`src/rtl/instr_fetch_pkg.sv`:
```
// Shared CPU definitions for the instruction-fetch stage: boot/trap vectors and FSM encoding.
package instr_fetch_pkg;

    localparam logic [31:0] CPU_RESET_PC = 32'h8000_0000;
    localparam logic [31:0] CPU_IRQ_VEC  = 32'h8000_0004;
    localparam logic [31:0] CPU_EXC_VEC  = 32'h8000_0008;

    // StWait: request outstanding (or about to issue) for pc
    // StHold: fetched instruction buffered while the decoder stalls
    // StDrop: outstanding request belongs to a pc we redirected away from
    typedef enum logic [1:0] {
        StWait = 2'd0,
        StHold = 2'd1,
        StDrop = 2'd2
    } fetch_state_e;

    // Instruction addresses are always word aligned.
    function automatic logic [31:0] word_align(input logic [31:0] addr);
        return addr & 32'hFFFF_FFFC;
    endfunction

endpackage

```
`src/rtl/pc_next_sel.sv`:
```
// Next-pc priority selector: exc > irq (user mode only) > jr > jump > branch > pc+4.
module pc_next_sel
    import instr_fetch_pkg::*;
#(
    parameter logic [31:0] IRQ_VEC = CPU_IRQ_VEC,
    parameter logic [31:0] EXC_VEC = CPU_EXC_VEC
) (
    input  logic [31:0] pc,
    input  logic        exc,
    input  logic        irq,
    input  logic        jr,
    input  logic [31:0] jr_target,
    input  logic        jump,
    input  logic [31:0] jump_target,
    input  logic        branch_taken,
    input  logic [31:0] branch_target,
    output logic [31:0] seq_pc,
    output logic        redirect,
    output logic [31:0] redirect_pc,
    output logic        irq_taken
);

    logic [31:0] target;

    // pc+4 wraps naturally in 32 bits
    assign seq_pc = word_align(pc + 32'd4);

    // Priority encode the redirect sources; pc[31] set means kernel mode, where irq is masked
    always_comb begin
        redirect  = 1'b1;
        irq_taken = 1'b0;
        target    = seq_pc;
        if (exc) begin
            target = EXC_VEC;
        end else if (irq && !pc[31]) begin
            target    = IRQ_VEC;
            irq_taken = 1'b1;
        end else if (jr) begin
            target = jr_target;
        end else if (jump) begin
            target = jump_target;
        end else if (branch_taken) begin
            target = branch_target;
        end else begin
            redirect = 1'b0;
        end
    end

    assign redirect_pc = word_align(target);

endmodule

```
`src/rtl/instr_fetch.sv`:
```
// Instruction fetch stage: single-outstanding imem handshake, stall buffering and redirects.
module instr_fetch
    import instr_fetch_pkg::*;
#(
    parameter logic [31:0] RESET_PC = CPU_RESET_PC,
    parameter logic [31:0] IRQ_VEC  = CPU_IRQ_VEC,
    parameter logic [31:0] EXC_VEC  = CPU_EXC_VEC
) (
    input  logic        clk,
    input  logic        reset,
    input  logic        stall,
    input  logic        branch_taken,
    input  logic [31:0] branch_target,
    input  logic        jump,
    input  logic [31:0] jump_target,
    input  logic        jr,
    input  logic [31:0] jr_target,
    input  logic        irq,
    input  logic        exc,
    output logic        imem_req,
    output logic [31:0] imem_addr,
    input  logic        imem_ack,
    input  logic [31:0] imem_rdata,
    output logic [31:0] if_inst,
    output logic [31:0] if_pc,
    output logic        upd_pc,
    output logic        flush,
    output logic        irq_out
);

    fetch_state_e state_q, state_d;
    logic [31:0]  pc_q, pc_d;
    logic         req_q, req_d;     // issue a request for pc_q this cycle
    logic         out_q, out_d;     // a request was issued in an earlier cycle, ack pending
    logic         boot_q;           // first request after reset release
    logic [31:0]  inst_q, inst_d;
    logic [31:0]  ifpc_q, ifpc_d;

    logic [31:0]  seq_pc;
    logic [31:0]  redirect_pc;
    logic         redirect;
    logic         irq_taken;
    logic         ack_ok;

    pc_next_sel #(
        .IRQ_VEC (IRQ_VEC),
        .EXC_VEC (EXC_VEC)
    ) u_pc_next_sel (
        .pc            (pc_q),
        .exc           (exc),
        .irq           (irq),
        .jr            (jr),
        .jr_target     (jr_target),
        .jump          (jump),
        .jump_target   (jump_target),
        .branch_taken  (branch_taken),
        .branch_target (branch_target),
        .seq_pc        (seq_pc),
        .redirect      (redirect),
        .redirect_pc   (redirect_pc),
        .irq_taken     (irq_taken)
    );

    // Acks are only meaningful for a request issued in an earlier cycle; this also
    // drops stray acks from a request abandoned by reset.
    assign ack_ok    = imem_ack & out_q;
    assign imem_req  = req_q;
    assign imem_addr = pc_q;

    // State, pc and buffered-instruction registers
    always_ff @(posedge clk or negedge reset) begin
        if (!reset) begin
            state_q <= StWait;
            pc_q    <= RESET_PC;
            req_q   <= 1'b0;
            out_q   <= 1'b0;
            boot_q  <= 1'b1;
            inst_q  <= 32'd0;
            ifpc_q  <= RESET_PC;
        end else begin
            state_q <= state_d;
            pc_q    <= pc_d;
            req_q   <= req_d;
            out_q   <= out_d;
            boot_q  <= 1'b0;
            inst_q  <= inst_d;
            ifpc_q  <= ifpc_d;
        end
    end

    // Next-state logic, request scheduling and IF2ID outputs
    always_comb begin
        state_d = state_q;
        pc_d    = pc_q;
        req_d   = boot_q;
        out_d   = out_q | req_q;
        inst_d  = inst_q;
        ifpc_d  = ifpc_q;
        upd_pc  = 1'b0;
        flush   = redirect;
        irq_out = irq_taken;
        if_inst = inst_q;
        if_pc   = ifpc_q;

        if (ack_ok) begin
            out_d = 1'b0;
        end

        unique case (state_q)
            StWait: begin
                if (redirect) begin
                    pc_d = redirect_pc;
                    // Anything still in flight is now stale and must be drained first
                    if (ack_ok || !(out_q || req_q)) begin
                        req_d = 1'b1;
                    end else begin
                        state_d = StDrop;
                    end
                end else if (ack_ok) begin
                    inst_d  = imem_rdata;
                    ifpc_d  = seq_pc;
                    if_inst = imem_rdata;
                    if_pc   = seq_pc;
                    if (stall) begin
                        state_d = StHold;
                    end else begin
                        upd_pc = 1'b1;
                        pc_d   = seq_pc;
                        req_d  = 1'b1;
                    end
                end
            end
            StHold: begin
                if (redirect) begin
                    pc_d    = redirect_pc;
                    req_d   = 1'b1;
                    state_d = StWait;
                end else if (!stall) begin
                    upd_pc  = 1'b1;
                    pc_d    = seq_pc;
                    req_d   = 1'b1;
                    state_d = StWait;
                end
            end
            StDrop: begin
                // Latest redirect target wins while draining
                if (redirect) begin
                    pc_d = redirect_pc;
                end
                if (ack_ok) begin
                    req_d   = 1'b1;
                    state_d = StWait;
                end
            end
            default: begin
                state_d = StWait;
            end
        endcase
    end

endmodule

```
`config.mk`:
```
export PLATFORM = sky130hd
export DESIGN_NAME = instr_fetch
export DESIGN_NICKNAME = d
export VERILOG_FILES = /design/src/rtl/instr_fetch_pkg.sv /design/src/rtl/pc_next_sel.sv /design/src/rtl/instr_fetch.sv
export SDC_FILE = /design/constraint.sdc
export NUM_CORES = 1
export LEC_CHECK = 0
export CAP_MARGIN = 15
export CORE_UTILIZATION = 41
export CTS_CLUSTER_DIAMETER = 150
export DETAILED_ROUTE_END_ITERATION = 7
export PLACE_DENSITY = 0.88
export SLEW_MARGIN = 20
export SYNTH_ARGS = -nofsm -noshare
export SYNTH_HDL_FRONTEND = slang
export SYNTH_HIERARCHICAL = 1
export SYNTH_SLANG_ARGS = --single-unit
```
`constraint.sdc`:
```
create_clock -name clk -period 2.57 [get_ports clk]
set_clock_uncertainty 0.2 [all_clocks]
set_input_delay 0.3855 -clock clk [delete_from_list [all_inputs] [get_ports clk]]
set_output_delay 0.3855 -clock clk [all_outputs]
set_load 0.1 [all_outputs]
```
* Word-level counts from Yosys, hierarchy flattened
Index checks and enable logic that the tools add are counted.
** Word-level totals
- Register bits after elaboration :: 101
- Word-level logic and storage cells :: 72
** Operators by class
- Add/sub/neg operators :: 1
- Eq/ne operators :: 8
- Multiplexer cells :: 45
- Bitwise gates (word level) :: 2
- Reductions and logical operators :: 9
** Operators with widths (number)
- 32-bit 2-to-1 mux :: 16
- 32-bit case mux with 3 select lines :: 1
- 32-bit by 3-bit adder with 32-bit output (second input constant) :: 1
- 1-bit 2-to-1 mux :: 18
- 2-bit 2-to-1 mux :: 7
- 3-bit != test (second input constant) :: 4
- 2-bit case mux with 3 select lines :: 1
- 5-bit AND reduction :: 1
- 2-bit != test (second input constant) :: 2
- 1-bit case mux with 3 select lines :: 1
- 3-bit AND reduction :: 1
- 3-bit nonzero test :: 1
- 2-bit by 1-bit equality test with 1-bit output (second input constant) :: 1
- 2-bit equality test (second input constant) :: 1
- 1-bit zero test :: 2
- 2-bit zero test :: 1
- 1-bit logical OR :: 2
- 1-bit case mux with 2 select lines :: 1
- 1-bit bitwise AND :: 1
- 1-bit logical AND :: 1
- 1-bit OR :: 1

* Longest topological paths before layout
- Word-level depth :: 8
- Gate-level depth with buffers :: 9
- Depth with buffers taken out :: 8

* Modules after synthesis
Netlist, hierarchy kept.
** By module, submodules not included
- instr_fetch :: times used 1, cells each 356, area each 4792.1 um^2, sequential area each 2531.2 um^2
- pc_next_sel :: times used 1, cells each 235, area each 1524.0 um^2, sequential area each 0.0 um^2

* Worst setup path before layout
OpenSTA, ideal clock, no wires.
- Kind :: register to output
- Start :: reg pc_q[31] (netlist: imem_addr[31])
- End :: out upd_pc
- Arrival time :: 3959 ps
- Required time :: 1984 ps
- Setup slack :: -1974 ps
- Stages on the path, launching flop included :: 9
- Path buffers :: 2
- Path through :: dfstp_2 nor2b_1 nor2_1 clkbuf_1 nand2_1 clkbuf_1 nor2_1 nand2_1 nor2_1
** On the way
- Word-level cells in the longest chain between the ends :: 6
** RTL lines
- start: declaration :: RTL line instr_fetch.sv:32 : logic [31:0] pc_q, pc_d;
- start signal: assignment :: RTL line instr_fetch.sv:82 : pc_q <= pc_d;
- 1-bit zero test * :: RTL line pc_next_sel.sv:35 : end else if (irq && !pc[31]) begin
- 1-bit logical AND * :: RTL line pc_next_sel.sv:35
- 1-bit 2-to-1 mux * :: RTL line pc_next_sel.sv:35
- 1-bit 2-to-1 mux * :: RTL line pc_next_sel.sv:33 : if (exc) begin
- net flush :: RTL line instr_fetch.sv:27 : output logic flush,
- 1-bit 2-to-1 mux, on equally long branches :: RTL line instr_fetch.sv:134, instr_fetch.sv:111
- 1-bit case mux with 2 select lines * :: RTL line instr_fetch.sv:109 : unique case (state_q)
- end: declaration :: RTL line instr_fetch.sv:26 : output logic upd_pc,
Mark *: on every way through the listed nets, which the timed path passes. The rest lies on a longest branch.

* Worst setup path after layout
- Start :: reg pc_q[31] (netlist: imem_addr[31])
- End :: out if_inst[11]
** On the way
- Word-level cells in the longest chain between the ends :: 6
** RTL lines
- 1-bit zero test :: RTL line pc_next_sel.sv:35
- 1-bit logical AND :: RTL line pc_next_sel.sv:35
- 1-bit 2-to-1 mux :: RTL line pc_next_sel.sv:35
- 1-bit 2-to-1 mux :: RTL line pc_next_sel.sv:33
- 32-bit 2-to-1 mux (2 in series)
- end: declaration :: RTL line instr_fetch.sv:24 : output logic [31:0] if_inst,
Every way passes these cells.

==> results.toml <==
[setup_path]
reg2reg_from = "imem_addr[9]"
cp_slowest_cell = "dfstp_4"
worst_setup_path_end_kind = "primary output"
slowest_delay_ns = 0.63
cp-endpoint = "if_inst[11]"
crit_required_ns = 1.98
cp_max_fo = 10
crit_buf_inv = 3
critPathTopFamily = "flip-flops"
ff2ff_setup_slack_ns = 0.02
critPathArrivalTime_ns = 2.42
crit_top_cell = "buf_12"
crit_cells = 9
worstSetupPathType = "flop to primary output"
critical_path.cell_chain = "nor2b_4 > nor2_4 > nand2_8 > nor3_4 > nand3_4 > buf_12 > buf_16 > mux2_4 > buf_12"
cp-start-kind = "flop"
r2r-end = "imem_addr[29]"
worstSetupStartpoint = "imem_addr[31]"
ff2ff_path_depth = 8

[floorplan]
dieArea_um2 = 15900
die_y_um = 126
io_pins = 237
start_util_pct = 42.8
rows = 44
die_w_um = 126
core-area_um2 = 14800

[final_layout]
final-seq-area_um2 = 2590
area_delta_synth_final_pct = 68.7
fillCellCount = 969
multi_input_area_um2 = 3580
final_cell_count_no_fill = 1072
antenna_cells = 0
fin_nets = 1021
drive_above_1_share_pct = 39.2

[placed_design]
dp_slack_ns = -0.499
hpwl_um = 16000
dp.cells = 1016
port_buffers = 230
gp_congestion = 0.874

[sta]
final-max-slew-violation-count = 0
tightest_slew_ns = 0.556
fin_setup_tns_ns = -26.39
clock.fmax_ghz = 0.333
postLayoutSetupSlackWorst_ns = -0.433
final-setup-viol-count = 64
slew_headroom_pct = 62.9
layout_min_cycle_time_ns = 3.00
finalHoldViolations = 0
period_share_pct = 117
rsz0062_at_grt = "true"

[synthesis]
syn_area_um2 = 6320
synth_top_family_by_area = "compound AO/OA/AOI/OAI gates"
synthAdderAreaFrac_pct = 0.198
synth_top_flop_cell = "dfrtp_1"
ys_ff_latch = 101
synthSimpleGateAreaFrac_pct = 13.9
yosysSeqAreaShare_pct = 40.1
yosys-top-cells-count = "dfrtp_1, mux2_4, o21ai_0"
synth-xor-area-share_pct = 4.24
synth_warnings = 6
syn_inst = 591
yosysMostFrequentCell = "dfrtp_1"
synth-edff-count = 0
synthTopCellsByArea = "dfrtp_1, mux2_4, o21ai_0"
yosys.cell_types.count = 56
synth_compound_area_share_pct = 18.8
syn_area_per_cell_um2 = 10.7
synth_top_area_share_pct = 38.8
postSynth.asyncResetShare_pct = 100
synth_mux_area_share_pct = 16.9
yosys.area.top_type = "dfrtp_1"

[global_routing]
grt_max_degree = 39
grt.total_usage_pct = 30.1
use_met3_pct = 8.16
grt_use_met2_pct = 52.1
grt_pass1_wl_um = 36500
top_usage_layer = "met2"
antenna_found_initial = 0
grt_pass1_vias = 6430
grt_overflow_total = 0
globalRouteMet1Util_pct = 36.3

[clock_tree]
cts_buffers = 9
clkSlewWorstSetupHoldPaths_ns = 0.08
h-tree-depth = 3
cts.sinks = 101
cts_max_path_buffers = 2
clk_latency_ns = 0.35
cts_root_buf = "clkbuf_16"
cts_tree = "done"

[flow_run]
maxCapViolCount = 0

[pwr]
power_density_nw_per_um2 = 804
p_leak_nw = 4.73
ir_worst_vdd_uv = 490

[routing]
drt-pass1-iter-count = 5
viasPerCell = 5.88
drtIter0Drc = 412
ant_nets = 0
wl_per_cell_um = 22.3
num_vias = 6299
drc_errors = 0
totalWireLength_um = 23900

[outcome]
status = "complete, but fails checks"
failed_checks = "negative setup slack"

[min_path]
hold_class = "primary input to asynchronous set/reset pin"
-- through the flow --
| stage | utilization [%] | instance area, um^2 | hold WS (ns) | power [mW] |
|---|---|---|---|---|
| floorplan | - | 6470 | -0.110 | 5.27 |
| global placement | 66.1 | 9750 | 0.117 | 6.93 |
| detailed placement | 66.1 | 9750 | 0.115 | 7.00 |
| CTS | 71.2 | 10500 | 0.279 | 8.48 |
| global route | 72.2 | 10700 | 0.290 | 8.83 |
| finish | 72.2 | 10700 | 0.280 | 8.57 |
-- layer usage --
metal	up-vias	share of wire [%]
met5	-	0
met4	0	2.3
met3	44	8.5
met2	361	50
met1	3093	39
li1	2801	-
-- worst min path at each step --
stage / to / depth (start not counted)
after detailed placement: inst_q[4] / 1
after CTS: inst_q[4] / 2
final: inst_q[4] / 2
after floorplan: ifpc_q[0] / 0
after global routing: inst_q[4] / 2
after global placement: inst_q[2] / 1
-- power by group --
group	switching [mW]	leakage (nW)	internal [mW]	total, mW
registers	0.212	1.29	1.91	2.12
clock network	0.691	0.142	0.703	1.39
logic	3.21	3.29	1.85	5.05
total	4.11	4.73	4.46	8.57
-- layout by cell type (no fill, tap or decap), types with 28 or more instances in the layout --
cell type        netlist  final
mux2_4                60     60
a31oi_1               35     35
a211oi_1              32     32
clkdlybuf4s50_1        0    128
buf_12                 0     72
or3b_1                28     28
dfrtp_1               98     71
o21ai_0               51     51
buf_4                  5    116
-- state kept, by name (all words and copies together) (netlist names) --
register and count:
ifpc_q 32, out_q 1, imem_req 1, boot_q 1, imem_addr 32, inst_q 32, state_q 2
-- final cells by class --
| type | count | area share, % |
|---|---|---|
| Clock inverter | 6 | 0.505 |
| Multi-Input combinational cell | 429 | 33.6 |
| Timing Repair Buffer | 333 | 36.9 |
| Clock buffer | 10 | 2.24 |
| Tap cell | 184 | 2.16 |
| Inverter | 9 | 0.317 |
| Sequential cell | 101 | 24.3 |
-- cell families after synthesis --
logic type,after synthesis
AO/OA/AOI/OAI,186
AND/OR/NAND/NOR,133
flip-flops,101
multiplexers,76
buffers and inverters,64
XOR/XNOR,28
other,2
adder cells (fa/ha/maj),1
-- what timing repair did --
action / CTS / global route
cloned: 8 / 1
endpoints found under the hold margin: 21 / 0
buffers inserted: 17 / 22
resized for setup: 25 / 19
pin swaps: 4 / 11
hold buffers: 1 / 0
setup endpoints to repair: 67 / 73
Power figures use the tool's default switching activity.
